File: config.mk
export PLATFORM = sky130hd
export DESIGN_NAME = z80_io_mailbox
export DESIGN_NICKNAME = d
export VERILOG_FILES = /design/src/rtl/z80_io_mailbox.sv
export SDC_FILE = /design/constraint.sdc
export NUM_CORES = 1
export LEC_CHECK = 0
export ABC_AREA = 1
export ABC_CLOCK_PERIOD_IN_PS = 2400
export CORE_ASPECT_RATIO = 1.25
export CORE_MARGIN = 5
export CORE_UTILIZATION = 48
export DETAILED_ROUTE_END_ITERATION = 7
export PLACE_DENSITY = 0.7
export SKIP_LAST_GASP = 1
export SYNTH_ARGS = -nofsm -noshare
export SYNTH_HDL_FRONTEND = slang
export SYNTH_SLANG_ARGS = --single-unit
File: constraint.sdc
create_clock -name clk -period 2.4 [get_ports clk]
set_clock_uncertainty 0.15 [all_clocks]
set_input_delay 0.36 -clock clk [delete_from_list [all_inputs] [get_ports clk]]
set_output_delay 0.36 -clock clk [all_outputs]
set_load 0.01 [all_outputs]
File: src/rtl/z80_io_mailbox.sv
// Z80 I/O-mapped 8-port mailbox shared with a synchronous host.
// Z80 bus inputs are synchronized, then arbitrated against host requests by a small FSM.
module z80_io_mailbox #(
  parameter logic [15:0] BASE_ADDR = 16'h3038
) (
  input  logic        clk,
  input  logic        rst,
  input  logic [15:0] z80_a,
  input  logic [7:0]  z80_d_in,
  input  logic        z80_rd,
  input  logic        z80_wr,
  input  logic        z80_m1,
  input  logic        z80_iorq,
  input  logic        z80_mreq,
  output logic [7:0]  z80_d_out,
  output logic        z80_d_oe,
  output logic        z80_wait_n,
  input  logic        host_req,
  input  logic        host_we,
  input  logic [2:0]  host_addr,
  input  logic [7:0]  host_wdata,
  output logic [7:0]  host_rdata,
  output logic        host_ack,
  output logic [7:0]  z80_dirty
);

  typedef enum logic [2:0] {IDLE, Z80_RD, Z80_WR, Z80_END, HOST} state_t;

  state_t      state, next_state;
  logic [15:0] a_q1, a_s;
  logic [7:0]  d_q1, d_s;
  logic [4:0]  ctl_q1, ctl_s;
  logic        rd_s, wr_s, m1_s, iorq_s, mreq_s;
  logic        hit;
  logic [2:0]  z_idx;
  logic [7:0]  bank [8];

  // Reset parks the synchronizers at an idle bus, so a strobe still held
  // across reset is seen as a fresh falling edge afterwards.
  always_ff @(posedge clk) begin
    if (rst) begin
      a_q1   <= '0;
      a_s    <= '0;
      d_q1   <= '0;
      d_s    <= '0;
      ctl_q1 <= '1;
      ctl_s  <= '1;
    end else begin
      a_q1   <= z80_a;
      a_s    <= a_q1;
      d_q1   <= z80_d_in;
      d_s    <= d_q1;
      ctl_q1 <= {z80_rd, z80_wr, z80_m1, z80_iorq, z80_mreq};
      ctl_s  <= ctl_q1;
    end
  end

  assign {rd_s, wr_s, m1_s, iorq_s, mreq_s} = ctl_s;
  assign z_idx = a_s[2:0];
  assign hit   = !iorq_s && mreq_s && m1_s && (a_s[15:3] == BASE_ADDR[15:3]) && (!rd_s || !wr_s);

  always_ff @(posedge clk) begin
    if (rst) state <= IDLE;
    else     state <= next_state;
  end

  always_comb begin
    next_state = state;
    case (state)
      IDLE: begin
        if (hit)           next_state = !rd_s ? Z80_RD : Z80_WR;
        else if (host_req) next_state = HOST;
      end
      Z80_RD:  next_state = Z80_END;
      Z80_WR:  next_state = Z80_END;
      Z80_END: if (rd_s && wr_s) next_state = IDLE;
      HOST:    next_state = IDLE;
      default: next_state = IDLE;
    endcase
  end

  // wait_n and host_ack are registered from next_state so each is valid
  // exactly for the duration of the state it flags.
  always_ff @(posedge clk) begin
    if (rst) begin
      for (int unsigned i = 0; i < 8; i++) bank[i] <= '0;
      z80_dirty  <= '0;
      z80_d_out  <= '0;
      z80_d_oe   <= 1'b0;
      z80_wait_n <= 1'b1;
      host_rdata <= '0;
      host_ack   <= 1'b0;
    end else begin
      z80_wait_n <= !(next_state == Z80_RD || next_state == Z80_WR);
      host_ack   <= (next_state == HOST);
      case (state)
        Z80_RD: begin
          z80_d_out <= bank[z_idx];
          z80_d_oe  <= 1'b1;
        end
        Z80_WR: begin
          bank[z_idx]      <= d_s;
          z80_dirty[z_idx] <= 1'b1;
        end
        Z80_END: if (rd_s && wr_s) z80_d_oe <= 1'b0;
        HOST: begin
          if (host_we) begin
            bank[host_addr] <= host_wdata;
          end else begin
            host_rdata           <= bank[host_addr];
            z80_dirty[host_addr] <= 1'b0;
          end
        end
        default: ;
      endcase
    end
  end

endmodule

==> results of run 1 <==
-- state kept, by name, summed over array words and instances (netlist names) --
signal      count
a_q1           16
a_s            16
bank           64
ctl_q1          5
ctl_s           5
d_q1            8
d_s             8
host_ack        1
host_rdata      8
state           3
z80_d_oe        1
z80_d_out       8
z80_dirty       8
z80_wait_n      1
-- cells in the mapped netlist, types with 5 or more instances --
library cell	instances	share of area, %
o21a_1	8	0.92
a21oi_1	35	2.7
nor2_1	169	9.7
clkbuf_1	11	0.63
nand3_1	23	1.8
nor2_2	5	0.48
o211ai_1	10	1.2
nand2_1	99	5.7
o21ai_0	38	2.9
a211oi_1	5	0.58
or2_2	13	1.2
o22ai_1	10	0.96
dfxtp_1	88	27
edfxtp_1	64	29
nand4_1	6	0.58
mux2i_4	8	2.8
inv_1	119	6.8
-- cells by family (layout without fill, tap and decap cells) --
| logic type | Yosys count | after routing | share of synthesized area [%] |
|---|---|---|---|
| AOI/OAI and AO/OA | 118 | 118 | 10.51 |
| DFF | 152 | 152 | 56.46 |
| buffers and inverters | 140 | 260 | 8.324 |
| and+or+nand+nor | 334 | 334 | 21.94 |
| muxes | 8 | 8 | 2.762 |
-- how the worst max path moves through the flow --
stage               slack [ns]      from          to  cells after the start
floorplan                 0.39       rst  bank[0][0]                      8
global placement          0.05   host_we  bank[6][3]                      8
detailed placement       -0.03   host_we  bank[6][0]                      8
CTS                       0.19  state[2]  bank[6][0]                      9
global route              0.06  state[2]  bank[2][0]                      9
finish                    0.20  state[2]  bank[6][7]                      9
-- stage by stage --
step,power (mW),setup TNS [ns]
after floorplan,3.575,0
after global placement,4.059,0
after detailed placement,4.072,-0.4680
after CTS,6.715,0
after global routing,6.948,0
final,6.669,0
-- power by group through the flow --
| stage | clock network (mW) | logic [mW] | registers (mW) |
|---|---|---|---|
| after global routing | 2.81 | 1.13 | 3.00 |
| after detailed placement | 0 | 1.03 | 3.04 |
| final | 2.65 | 1.04 | 2.98 |
| after CTS | 2.69 | 1.04 | 2.98 |
| after global placement | 0 | 1.02 | 3.03 |
| after floorplan | 0 | 0.532 | 3.04 |
-- layer usage --
metal	routed length [um]	vias to the layer above
met5	0	-
met4	952	0
met3	876	42
met2	8914	168
met1	7599	2387
li1	-	2631
-- final cells by class --
type                       count  area share (%)
clock buffer                  20           5.819
clock inverter                12           1.428
inverter                     120           5.469
multi-input combinational    460           27.89
sequential                   152           44.73
tap                          171           2.598
timing repair buffer         108           12.06
-- worst max-delay path: cells and delay by family, from the launching register on --
kind	cells	cell delay (ns)
simple gates	6	0.97
flops	1	0.39
buf+inv	2	0.24
compound gates	1	0.10
==> results by group, run 1 <==
Synth
  • Async SR Flop Fraction: 0%
  • Post-synthesis sequential area ratio: 56.46%
  • YS warnings: 0
  • Number of flops mapped to enable cells by yosys: 64
  • Avg Cell Area, Syn: 8.675 um2
  • Yosys reg bits: approximately 150
  • Mapped cell area: roughly 6500 um2
  • Netlist cell types: 38
  • Total nets after synthesis: around 800
  • Mapped Cells: 752
  • Ys flop type: dfxtp_1

Placed design
  • Routability cong.: 0.9576
  • Place WS: -0.02651 ns
  • Post-detail-place hpwl: 14.02 mm
  • Placed cell count: 1011
  • Placed instance area: 7639 um2
  • Buffers added on ports: 70

GRT
  • Global-route met3 utilization: 3.840%
  • Routing usage on met1: between 20% and 30%
  • First-pass GRT wire length: 28.37 mm
  • Largest net degree at the start of global routing: 64
  • Gr busiest metal: met2
  • Global route overflow: 0
  • GRT met2 Usage: between 30% and 40%
  • Aggregate global-route resource usage: around a quarter
  • Initial antenna violation count: 0
  • Vias in the first global route: 5221

Final layout
  • Finished Layout Cells: 1043
  • Area delta synth->final: 26.24%
  • Post-layout util: about 62%
  • N_diodes: 0
  • FF+latch area: 3684 um2
  • Fin area: around 8000 um2
  • Commonest non-fill, non-tap cell in the layout: nor2_1
  • FILL cells: 1149
  • Area of the multi-input gates: between 2000 and 2500 um2
  • Share of cells above drive strength 1: 12.50%
  • Most frequent cells in the layout: 169 x nor2_1, 119 x inv_1, 99 x nand2_1
  • Fin nets: between 900 and 1000

Worst setup path
  • Largest stage delay on the critical path: 0.39 ns
  • Setup crit end kind: flop
  • Worst setup SP type: flop
  • Capturing point of the worst reg2reg path: bank[6][7]
  • CP arrival: 2.14 ns
  • Critical Path RT: 2.34 ns
  • Worst reg-to-reg path cell count: 9
  • Reg-to-Reg Start: state[2]
  • R2R Setup Slk: 0.20 ns
  • Slowest cell on crit path: dfxtp_1
  • Cell mode on critical path: nand2_1
  • CP Class: reg2reg
  • CP cell instances: inv_2 -> nor3_4 -> nand3_4 -> buf_12 -> nand2_1 -> o21ai_1 -> nor2_2 -> nand2_2 -> nand2_1
  • Crit Path Max Fanout: 8

Clock tree
  • Post-CTS Hold Buffers: 0
  • Postcts setup bufs: 0
  • CTS tree: yes
  • # H-tree levels: 4
  • Worst-skew pair later-pin latency: 0.42 ns
  • Total CTS buffers: 17
  • CTS sink count: 152
  • Clk slew on worst S/H paths: roughly 0.070 ns
  • PostCTS Resize Cnt: 0
  • Max Root-Sink Buffers: 2
  • Clock root buffer: clkbuf_16

Die
  • Ports: 71
  • Core Area: 13290 um2
  • Std cell rows: 47
  • Die Height: about 140 um
  • Die width: between 100 and 150 um
  • Initial Util: 49.09%
  • Die area: approximately 16000 um2

Power
  • PwrDens: 809.8 nW/um2
  • Leakage: around 3.5 nW
  • Int Power: 4.815 mW
  • Clock power frac: 39.7%
  • Reg power frac: 44.7%
  • Peak supply drop: 0.5117 mV
  • Sw Share: 27.80%
  • Logic pwr share: 15.5%
  • Switching Power: 1.854 mW

Route
  • DR iter-0 viols: 335
  • DRC violation count after routing: 0
  • Vias per cell: 5.012
  • Detail Route Antenna Nets: 0
  • Via count: 5228
  • DRT Wirelength: 18.34 mm
  • DRT Pass-1 Iters: 5
  • Drt wl/cell: 17.59 um

STA
  • Fmax: 454.7 MHz
  • WHS: 0.05354 ns
  • Final Cycle Share: 91.64%
  • Final Critical Period: 2.199 ns
  • Final setup viols: 0
  • Max-slew violations: 0
  • Worst slew pin tran: 0.6704 ns
  • Fin. Hold Viols: 0
  • RSZ-0062 raised after global routing: no
  • PnR worst setup slack: 0.2005 ns
  • Relative slew slack: 54.83%

Job
  • Max Cap Violations: 0

Hold path
  • Hold crit path type: in2reg
  • Worst hold endpoint: a_s[6]
  • Hold Crit Start: rst
  • Hold Path Depth: 2

Outcome
  • Outcome: complete, no violations
No activity file was read; power rests on OpenSTA's default activity.
==> run 2: changes to the inputs <==
--- a/config.mk
+++ b/config.mk
@@ -11,6 +11,7 @@
 export CORE_MARGIN = 5
 export CORE_UTILIZATION = 48
 export DETAILED_ROUTE_END_ITERATION = 7
+export HOLD_SLACK_MARGIN = 0.03
 export PLACE_DENSITY = 0.7
 export SKIP_LAST_GASP = 1
 export SYNTH_ARGS = -nofsm -noshare
==> results of run 2 <==
Final layout, timing and power as in run 1 (identical DEF).
